`src/rtl/mp_add_seq.sv`:
```
// Multi-precision add sequencer: streams limb pairs LSB-first into a registered adder stage
// and gathers the sums. Define MP_ADD_SUB_EN to add the `sub` input (A - B via ~B + 1).
module mp_add_seq #(
   parameter int WIDTH = 8,
   parameter int LIMBS = 4
) (
   input  logic                     clk,
   input  logic                     rst_n,
   input  logic                     start,
   input  logic [WIDTH*LIMBS-1:0]   op_a,
   input  logic [WIDTH*LIMBS-1:0]   op_b,
   input  logic                     cin,
`ifdef MP_ADD_SUB_EN
   input  logic                     sub,
`endif
   output logic [WIDTH-1:0]         add_a,
   output logic [WIDTH-1:0]         add_b,
   output logic                     add_ci,
   input  logic [WIDTH-1:0]         add_s,
   input  logic                     add_co,
   output logic                     busy,
   output logic                     done,
   output logic [WIDTH*LIMBS-1:0]   result,
   output logic                     cout
);
   // state | meaning
   // IDLE  | waiting for start, adder drives held at 0
   // RUN   | limb idx presented to the adder; limb idx-1 sum collected
   // FLUSH | last limb sum and carry collected
   localparam logic [1:0] ST_IDLE  = 2'd0;
   localparam logic [1:0] ST_RUN   = 2'd1;
   localparam logic [1:0] ST_FLUSH = 2'd2;
   localparam int IW = (LIMBS > 1) ? $clog2(LIMBS) : 1;
   localparam logic [IW-1:0] IDX_LAST = IW'(LIMBS - 1);

   logic [1:0]             state_q, state_d;
   logic [IW-1:0]          idx_q, idx_d;
   logic [WIDTH*LIMBS-1:0] a_q, a_d, b_q, b_d, result_q, result_d;
   logic                   ci_q, ci_d, cout_q, cout_d, done_q, done_d;
   logic                   sub_sel;

`ifdef MP_ADD_SUB_EN
   assign sub_sel = sub;
`else
   assign sub_sel = 1'b0;
`endif

   always_comb begin
      state_d  = state_q;
      idx_d    = idx_q;
      a_d      = a_q;
      b_d      = b_q;
      ci_d     = ci_q;
      result_d = result_q;
      cout_d   = cout_q;
      done_d   = 1'b0;
      add_a    = '0;
      add_b    = '0;
      add_ci   = 1'b0;
      case (state_q)
         ST_IDLE: begin
            if (start) begin
               state_d = ST_RUN;
               idx_d   = '0;
               a_d     = op_a;
               // Subtraction is A + ~B + 1; the forced carry-in supplies the +1.
               b_d     = sub_sel ? ~op_b : op_b;
               ci_d    = sub_sel ? 1'b1 : cin;
            end
         end
         ST_RUN: begin
            add_a  = a_q[int'(idx_q)*WIDTH +: WIDTH];
            add_b  = b_q[int'(idx_q)*WIDTH +: WIDTH];
            add_ci = (idx_q == '0) ? ci_q : add_co;
            for (int i = 0; i < LIMBS - 1; i++) begin
               if (int'(idx_q) == i + 1)
                  result_d[i*WIDTH +: WIDTH] = add_s;
            end
            if (idx_q == IDX_LAST)
               state_d = ST_FLUSH;
            else
               idx_d = idx_q + 1'b1;
         end
         ST_FLUSH: begin
            result_d[(LIMBS-1)*WIDTH +: WIDTH] = add_s;
            cout_d  = add_co;
            done_d  = 1'b1;
            state_d = ST_IDLE;
         end
         default: state_d = ST_IDLE;
      endcase
   end

   always_ff @(posedge clk) begin
      if (!rst_n) begin
         state_q  <= ST_IDLE;
         idx_q    <= '0;
         a_q      <= '0;
         b_q      <= '0;
         ci_q     <= 1'b0;
         result_q <= '0;
         cout_q   <= 1'b0;
         done_q   <= 1'b0;
      end else begin
         state_q  <= state_d;
         idx_q    <= idx_d;
         a_q      <= a_d;
         b_q      <= b_d;
         ci_q     <= ci_d;
         result_q <= result_d;
         cout_q   <= cout_d;
         done_q   <= done_d;
      end
   end

   assign busy   = (state_q != ST_IDLE);
   assign done   = done_q;
   assign result = result_q;
   assign cout   = cout_q;
endmodule

```
`config.mk`:
```
export PLATFORM = sky130hd
export DESIGN_NAME = mp_add_seq
export DESIGN_NICKNAME = d
export VERILOG_FILES = /design/src/rtl/mp_add_seq.sv
export SDC_FILE = /design/constraint.sdc
export NUM_CORES = 1
export LEC_CHECK = 0
export BUFFER_PORTS_ARGS = -buffer_cell sky130_fd_sc_hd__buf_2
export CAP_MARGIN = 20
export CORE_UTILIZATION = 25
export CTS_BUF_LIST = sky130_fd_sc_hd__clkbuf_2
export DETAILED_ROUTE_END_ITERATION = 12
export GPL_TIMING_DRIVEN = 1
export PLACE_DENSITY_LB_ADDON = 0.2
export SLEW_MARGIN = 20
export SYNTH_ARGS = -nofsm -noshare
export SYNTH_HDL_FRONTEND = slang
export SYNTH_SLANG_ARGS = --single-unit
```
`constraint.sdc`:
```
create_clock -name clk -period 2.25 [get_ports clk]
set_clock_uncertainty 0.05 [all_clocks]
set_input_delay 0.45 -clock clk [delete_from_list [all_inputs] [get_ports clk]]
set_output_delay 0.45 -clock clk [all_outputs]
set_load 0.01 [all_outputs]
```
After elaboration in Yosys (flattened, before gate mapping)
Index checks and enable logic that the tools add are counted.
{ "totals": {"reg_bits": 103, "inputBits": 77} }
{ "classes": {"addsub": 1, "eq_ne": 9, "shifts": 2, "n_mux": 11, "reduce_logical": 10} }
{ "ops": {"columns": ["op", "count"], "rows": [
  ["$shiftx 32x6->8", 2],
  ["$mux 8", 2],
  ["$reduce_and 2->1", 5],
  ["$eq 2x2->1 const B", 4],
  ["$mux 2", 4],
  ["$pmux 2 s2", 2],
  ["$ne 2x2->1 const B", 3],
  ["$eq 2x1->1 const B", 2],
  ["$logic_not 2->1", 2],
  ["$reduce_bool 2->1", 2],
  ["$mux 1", 3],
  ["$reduce_and 3->1", 1],
  ["$add 2x1->2 const B", 1]
]} }

Depth between registers and ports, before layout
Gate-level depths: netlist (run 1).
{ "depth": {"depth_word": 3, "ltp_mapped": 8, "ltp_nobuf": 5} }

Worst setup path before layout (run 1)
OpenSTA, ideal clock, no wires.
{ "synth_path": {"path_type": "register -> output", "startpoint": "register idx_q[0]", "endpoint": "output add_a[0]", "arrival_ns": 1.332, "t_required_ns": 1.750, "setup_slack_ns": 0.418, "path_stages_with_launch": 5, "cell_sequence": "dfxtp_1 buf_6 buf_6 mux4_2 nor2b_1"} }
{ "synth_between": {"elab_chain_len": 2} }
{ "synth_lines": {"columns": ["item", "line", "rtl"], "rows": [
  ["start, declared", "37", "logic [IW-1:0] idx_q, idx_d;"],
  ["start signal, assigned", "106", "idx_q <= idx_d;"],
  ["$shiftx 32x6->8", "72", "add_a = a_q[int'(idx_q)*WIDTH +: WIDTH];"],
  ["$mux 8", "60", "case (state_q)"],
  ["end, declared", "16", "output logic [WIDTH-1:0] add_a,"]
]} }
No other way between the ends.

Final worst setup path (run 1)
{ "layout_path": {"startpoint": "register idx_q[0]", "endpoint": "output add_a[3]"} }
The elaborated chain is that of the path after synthesis.

==> run summary, run 1 <==
status: finished, violations left
failing checks: negative setup slack
Placed Area: 5000 um2
Hold Vio Cnt, Final: 0
input/output buffers: 128
Setup CP Type: reg2out
DP Wirelength: 7.74 mm
grt met3 use: 4.17%
Final WS setup: -0.243 ns
pre-CTS setup slack: 0.316 ns
Final period util: 111%
clock root buffer master: clkbuf_2
syn nets: 549
grt ovf: 0
Routed Antenna Nets: 0
most instantiated cells after synthesis: nand2_1 (150), dfxtp_1 (103), a21oi_1 (74)
drt pass-1 iters: 4
slew at the pin with the worst max-slew slack: 0.653 ns
Power Density: 545 nW/um2
Initial Util: 26.0%
top_reg_cell synth: dfxtp_1
Setup-failing EPs final: 17
Yosys top cell area share: 49.3%
largest net degree at the start of global routing: 67
most common cell in the netlist: nand2_1
LEAKAGE: 2.66 nW
Cell Area, Synth: 4190 um2
cell total after placement: 788
Post-synth EDFFs: 0
CP Data Required Time: 1.75 ns
Die W: 131 um
wire length per cell: 13.5 um
GR peak layer: met2
area delta synth->final: 41.1%
Seq/Total Area, Yosys: 49.3%
unrepaired setup endpoints after global routing: true
worst-skew pair later-pin latency: 0.60 ns
Max Root-Sink Buffers: 2
CTS clk-pin slew, worst paths: 0.26 ns
VDD IR-drop max: 0.236 mV
Worst Hold Slack: 0.382 ns
asr flop ratio synth: 0%
Avg Inst Size Synth: 8.95 um2
top-level port count: 129
startpoint types: register
die area: 17300 um2
initial DRC count: 104
met2 Usage GRT: 24.4%
max_slew headroom: 56.3%
Syn Inst Count: 468
Slew Limit Fails: 0
Critical Path Sink Type: output port
Yosys reg bits: 103
Distinct cells, synth: 24
Total GRT Usage: 13.9%
row cnt: 46
Final Net Count: 741
H-Tree Depth: 3
Routed WL: 11.9 mm
cell taking the most area after synthesis: dfxtp_1
antenna violations before repair: 0
via count: 3798
Hold Crit Class: in2reg
FF-to-FF setup slack: 0.32 ns
max-cap viol count: 0
WP data arrival: 1.99 ns
Final Instance Area: 5910 um2
first-pass GRT wire length: 18.9 mm
Core ar.: 16100 um2
DIE HEIGHT: 131 um
vias per cell: 4.31
Peak Freq: 401 MHz
vias in the first global route: 3858
share of layout cells above drive strength 1: 27.4%
met1 usage: 15.8%
CP max FO: 5
synth warn: 0
# DRC: 0
routability cong.: 0.734
non-filler cells, final: 881
top cells by area, synth: dfxtp_1 (49%), nand2_1 (13%), a21oi_1 (8.8%)
CTS Sinks: 103
CTS tree: yes
crit path time final: 2.49 ns
overall power: 3.22 mW
CTS Buf Count: 9
# diodes: 0
[routing by layer]
layer | vias up | routed length, um
met2 | 98 | 5850
met3 | 13 | 625
met4 | 0 | 186
met5 | - | 0
li1 | 1924 | -
met1 | 1763 | 5210
[area by class of cell]
class	count	area [um2]
inverters	3	12.5
multi-input cells	326	1930
clock inverters	6	27.5
flip-flops and latches	103	2070
well taps	216	270
repair buffers	217	1550
fillers	1699	10200
clock buffers	10	50.0
[state kept, by name (all words and copies together), names as in the netlist]
name,count
a_q,32
b_q,32
ci_q,1
cout,1
done,1
idx_q,2
result,32
state_q,2
[worst paths after layout]
| check | startpoint | to | cells past startpoint |
|---|---|---|---|
| min reg2reg | b_q[24] | b_q[24] | 2 |
| max | idx_q[0] | add_a[3] | 4 |
| min | start | a_q[27] | 5 |
| max reg2reg | idx_q[0] | result[20] | 6 |
[repair_timing]
action	CTS	global route
hold endpoints to repair	90	0
gates cloned	0	1
hold buffers	75	0
pin swaps	0	0
gates resized for setup	6	7
setup endpoints to repair	17	17
buffers inserted	0	1
[report_power, final]
| group | internal (mW) | leakage, nW | switching, mW |
|---|---|---|---|
| logic | 0.295 | 1.76 | 0.251 |
| registers | 1.91 | 0.842 | 0.0450 |
| clock network | 0.136 | 0.0603 | 0.588 |
| total | 2.34 | 2.66 | 0.884 |
[logic make-up (layout without fill, tap and decap cells)]
family                     Yosys count  count (layout)  share of synthesized area (%)
muxes                               41              41                           14.6
AOI/OAI and AO/OA                   77              77                           9.44
adders and majority gates            4               4                           1.20
DFF                                103             103                           49.3
and+or+nand+nor                    204             204                           20.4
buffers and inverters               39             236                           5.14
[per-stage QoR]
stage	utilization (%)	setup TNS, ns
finish	36.7	-3.80
detailed placement	31.0	0
CTS	36.3	-5.72
global placement	31.0	0
floorplan	-	0
global route	36.7	-6.42
[cell usage in the layout, fill, tap and decap left out, drive strengths merged]
master | netlist | final
nand2 | 150 | 150
buf | 19 | 141
dfxtp | 103 | 103
dlygate4sd3 | 0 | 75
a21oi | 74 | 74
nor2 | 27 | 27
mux2i | 25 | 25
mux4 | 16 | 16
nor2b | 12 | 12
clkbuf | 17 | 11
clkinv | 0 | 7
and2b | 5 | 5
ha | 4 | 4
nand3b | 3 | 3
nand2b | 2 | 2
inv | 3 | 2
or2 | 1 | 1
nor3b | 1 | 1
or3b | 1 | 1
o21ai | 1 | 1
or4 | 1 | 1
o31ai | 1 | 1
and2 | 1 | 1
o32ai | 1 | 1
[critical path: stages (launching register included)]
cell and delay [ns]:
dfxtp_4 0.46, clkbuf_16 0.17, mux4_2 0.48, nor2b_1 0.14
buf_2 0.15
(Power assumes the default switching activity.)
==> run 2, diff against run 1 <==
--- a/config.mk
+++ b/config.mk
@@ -9,8 +9,10 @@
 export CAP_MARGIN = 20
 export CORE_UTILIZATION = 25
 export CTS_BUF_LIST = sky130_fd_sc_hd__clkbuf_2
+export CTS_CLUSTER_DIAMETER = 120
 export DETAILED_ROUTE_END_ITERATION = 12
 export GPL_TIMING_DRIVEN = 1
+export MAX_ROUTING_LAYER = met4
 export PLACE_DENSITY_LB_ADDON = 0.2
 export SLEW_MARGIN = 20
 export SYNTH_ARGS = -nofsm -noshare
==> run 2 against run 1 <==
Critical path depth unchanged. Die area unchanged. Final cell count unchanged. Design area about the same. The flow still finishes with violations (negative setup slack). First-iteration DRC count unchanged. Largest power group unchanged.
==> run summary, run 2 (same netlist as run 1, synthesis figures left out) <==
Crit-path slowest cell: mux4_2
cell total after placement: 788
Final Instance Area: 5910 um2
first-pass GRT wire length: 18.9 mm
# fillers: 1697
Setup CP Type: reg2out
Max Root-Sink Buffers: 2
largest net degree at the start of global routing: 67
CTS tree: yes
unrepaired setup endpoints after global routing: true
worst-skew pair later-pin latency: 0.60 ns
antenna violations before repair: 0
met2 Usage GRT: 24.5%
top-level port count: 129
status: finished, violations left
CTS Sinks: 103
via count: 3808
drt pass-1 iters: 4
Total GRT Usage: 14.3%
Routed WL: 11.8 mm
area delta synth->final: 41.1%
grt ovf: 0
# DRC: 0
Final WS setup: -0.248 ns
Hold Crit Class: in2reg
pre-CTS setup slack: 0.316 ns
Final period util: 111%
Worst path max stage delay: 0.48 ns
Critical Path Sink Type: output port
Slew Limit Fails: 0
die area: 17300 um2
share of layout cells above drive strength 1: 27.2%
max-cap viol count: 0
Routed Antenna Nets: 0
CP max FO: 5
grt met3 use: 3.74%
CP Data Required Time: 1.75 ns
WP data arrival: 2.00 ns
Final Net Count: 741
crit path cell chain: clkbuf_16, mux4_2, nor2b_1, buf_2
initial DRC count: 104
vias per cell: 4.32
DP Wirelength: 7.74 mm
met1 usage: 15.9%
# diodes: 0
failing checks: negative setup slack
non-filler cells, final: 881
routability cong.: 0.743
crit path time final: 2.50 ns
vias in the first global route: 3868
Core ar.: 16100 um2
clock root buffer master: clkbuf_2
DIE HEIGHT: 131 um
VDD IR-drop max: 0.235 mV
Initial Util: 26.0%
max_slew headroom: 56.5%
LEAKAGE: 2.66 nW
Worst Hold Slack: 0.379 ns
H-Tree Depth: 3
Hold Vio Cnt, Final: 0
most common cell after layout, fill and taps aside: nand2_1
input/output buffers: 128
startpoint types: register
GR peak layer: met2
Die W: 131 um
most frequent cells in the layout: nand2_1 (150), buf_2 (128), dfxtp_1 (101), dlygate4sd3_1 (75), a21oi_1 (74)
CTS clk-pin slew, worst paths: 0.26 ns
row cnt: 46
Setup-failing EPs final: 17
wire length per cell: 13.4 um
Placed Area: 5000 um2
Peak Freq: 400 MHz
Power Density: 546 nW/um2
CTS Buf Count: 9
slew at the pin with the worst max-slew slack: 0.651 ns
[run 2: cell counts in the layout (fill, tap and decap cells not counted)]
No cell type changed its count.
[run 2: routing by layer]
metal / vias to the layer above / routed length (um)
met2: 94 / 5960
met5: - / 0
met1: 1776 / 5140
li1: 1926 / -
met3: 12 / 548
met4: 0 / 197
[run 2: path summary, 6_finish.rpt]
check	from	depth (start not counted)	endpoint	slack (ns)
max	idx_q[0]	4	add_a[3]	-0.25
min	start	5	a_q[27]	0.38
max reg2reg	idx_q[0]	6	result[16]	0.34
min reg2reg	b_q[24]	2	b_q[24]	0.42
[run 2: repair_timing]
item | in CTS | in global routing
endpoints found under the setup margin | 17 | 17
gates resized for setup | 6 | 6
gates cloned | 0 | 1
buffers inserted | 0 | 1
endpoints found under the hold margin | 90 | 0
hold buffers | 75 | 0
[run 2: stage by stage]
step / setup TNS, ns / utilization (%) / total power [mW]
after global placement: 0 / 31.0 / 2.41
after detailed placement: 0 / 31.0 / 2.42
after floorplan: 0 / - / 2.26
after CTS: -5.72 / 36.3 / 3.28
after global routing: -6.41 / 36.7 / 3.42
final: -3.82 / 36.7 / 3.22
[run 2: layout make-up]
cell class              count  area (um2)  area share (%)
repair buffers            217        1550            26.3
inverters                   3        12.5           0.212
flip-flops and latches    103        2070            35.0
multi-input cells         326        1930            32.6
well taps                 216         270            4.58
clock inverters             6        27.5           0.466
clock buffers              10        50.0           0.847
[run 2: where the power goes]
group          switching (mW)  internal, mW
Sequential             0.0451          1.91
Clock                   0.590         0.136
Combinational           0.250         0.295
[run 2: worst max-delay path: cells and delay by family (launching register included)]
family / cells / cell delay, ns
muxes: 1 / 0.48
buffers and inverters: 2 / 0.32
and+or+nand+nor: 1 / 0.14
DFF: 1 / 0.46
==> run 3, diff against run 2 <==
--- a/config.mk
+++ b/config.mk
@@ -7,6 +7,7 @@
 export LEC_CHECK = 0
 export BUFFER_PORTS_ARGS = -buffer_cell sky130_fd_sc_hd__buf_2
 export CAP_MARGIN = 20
+export CORE_MARGIN = 3
 export CORE_UTILIZATION = 25
 export CTS_BUF_LIST = sky130_fd_sc_hd__clkbuf_2
 export CTS_CLUSTER_DIAMETER = 120
==> constraint.sdc (replaced) <==
create_clock -name clk -period 3.1 [get_ports clk]
set_clock_uncertainty 0.05 [all_clocks]
set_input_delay 0.62 -clock clk [delete_from_list [all_inputs] [get_ports clk]]
set_output_delay 0.62 -clock clk [all_outputs]
set_load 0.01 [all_outputs]
==> run 3 against run 2 <==
The run now ends clean. Via count is 8.4% lower. Design area decreased by 14%. Clock power fell by 0.8%. Die area rose by 6.2%. Flip-flop and latch count stayed put. Global-route usage is 1.2 points lower. Sequential power decreased by 27%. Critical path depth unchanged. Clock-buffer cell count unchanged. Utilization shrank 5.0 points. Routed wire length decreased by 3.1%. Critical path type unchanged.
==> run summary, run 3 (same netlist as run 1, synthesis figures left out) <==
status: complete, no violations
Crit-path slowest cell: mux4_2
share of layout cells above drive strength 1: 29.7%
top-level port count: 129
Final period util: 91.8%
via count: 3490
Critical R2R Launch: idx_q[1]
postcts setup bufs: 0
DP Wirelength: 7.95 mm
Hold Vio Cnt, Final: 0
Setup-failing EPs final: 0
max_slew headroom: 53.3%
Core ar.: 16100 um2
grt ovf: 0
Hold-fix buffers, CTS: 0
input/output buffers: 128
utilization after layout: 31.7%
max-cap viol count: 0
VDD IR-drop max: 0.268 mV
Slew Limit Fails: 0
row cnt: 46
Worst setup startpoint: idx_q[0]
area delta synth->final: 21.9%
Worst path max stage delay: 0.56 ns
LEAKAGE: 2.32 nW
slew at the pin with the worst max-slew slack: 0.700 ns
antenna violations before repair: 0
Power Density: 478 nW/um2
switching power: 0.651 mW
most common cell after layout, fill and taps aside: nand2_1
initial DRC count: 112
wire length per cell: 14.4 um
Min-Delay Path Depth: 3
Setup CP Type: reg2out
vias in the first global route: 3655
CTS Buf Count: 9
clock root buffer master: clkbuf_2
Routed Antenna Nets: 0
crit path cell chain: buf_4, mux4_2, and2b_1, buf_2
Max Root-Sink Buffers: 2
CTS tree: yes
pre-CTS setup slack: 0.759 ns
Worst R2R Path Depth: 6
CP Data Required Time: 2.43 ns
Hold Crit Class: in2reg
vias per cell: 4.37
crit path time final: 2.85 ns
CP max FO: 20
Setup TNS: 0 ns
Peak Freq: 351 MHz
post-CTS sizing: 1
combinational share of power: 12.4%
largest net degree at the start of global routing: 67
drt pass-1 iters: 4
# DRC: 0
DIE HEIGHT: 135 um
Routed WL: 11.5 mm
Final Net Count: 659
routability cong.: 0.751
Total GRT Usage: 13.1%
Clk network pwr share: 29.5%
register share of total power: 58.1%
FF-to-FF setup slack: 0.97 ns
Die W: 135 um
Switching Share: 26.7%
CTS clk-pin slew, worst paths: 0.28 ns
cell internal pwr: 1.79 mW
H-Tree Depth: 3
Initial Util: 26.0%
overall power: 2.44 mW
Critical Path Sink Type: output port
CTS Sinks: 103
Final WS setup: 0.253 ns
worst hold start: op_a[8]
first-pass GRT wire length: 18.3 mm
# diodes: 0
die area: 18300 um2
most frequent cells in the layout: nand2_1 (150), buf_2 (128), dfxtp_1 (103), a21oi_1 (74), nor2_1 (27)
WP data arrival: 2.18 ns
unrepaired setup endpoints after global routing: false
worst-skew pair later-pin latency: 0.58 ns
startpoint types: register
## run 3: changes by cell type in the layout (fill, tap and decap cells not counted), moves of 2 or more
cell           before  now
clkinv_2            5    3
clkinvlp_4          0    2
buf_4              10    6
dlygate4sd3_1      75    0
bufinv_16           0    2
dfxtp_1           101  103
buf_12              3    1
clkinv_1            2    0
## run 3: critical path: cells and delay by family, from the launching register on
kind | cells | cell delay (ns)
buffers and inverters | 2 | 0.48
and+or+nand+nor | 1 | 0.17
muxes | 1 | 0.56
DFF | 1 | 0.37
## run 3: cell type report
type,instances,area [um2]
fill,1781,11000
tap,216,270
sequential,103,2060
multi-input combinational,326,1920
clock buffer,10,50.0
timing repair buffer,135,706
inverter,3,12.5
clock inverter,6,85.1
## run 3: power by group through the flow
| stage | Clock (mW) | Sequential [mW] | Combinational, mW |
|---|---|---|---|
| floorplan | 0 | 1.43 | 0.205 |
| global placement | 0 | 1.44 | 0.307 |
| detailed placement | 0 | 1.44 | 0.313 |
| CTS | 0.768 | 1.42 | 0.314 |
| global route | 0.818 | 1.43 | 0.342 |
| finish | 0.719 | 1.42 | 0.304 |
## run 3: stage by stage
stage               area (um2)  cells  hold WS [ns]
floorplan                 4190    468         0.383
global placement          4970    783         0.392
detailed placement        4970    783         0.396
CTS                       5100    799        0.0629
global route              5100    799        0.0652
finish                    5100    799         0.166
## run 3: worst paths after layout
kind,to
min reg2reg,b_q[7]
max reg2reg,result[2]
min,a_q[8]
max,add_a[7]
## run 3: layer usage
layer	track usage [%]	wire length [um]	up-vias
met5	-	0	-
met4	4.14	191	0
met3	4.16	699	14
met2	21.5	5650	77
met1	15.2	4940	1637
li1	-	-	1762
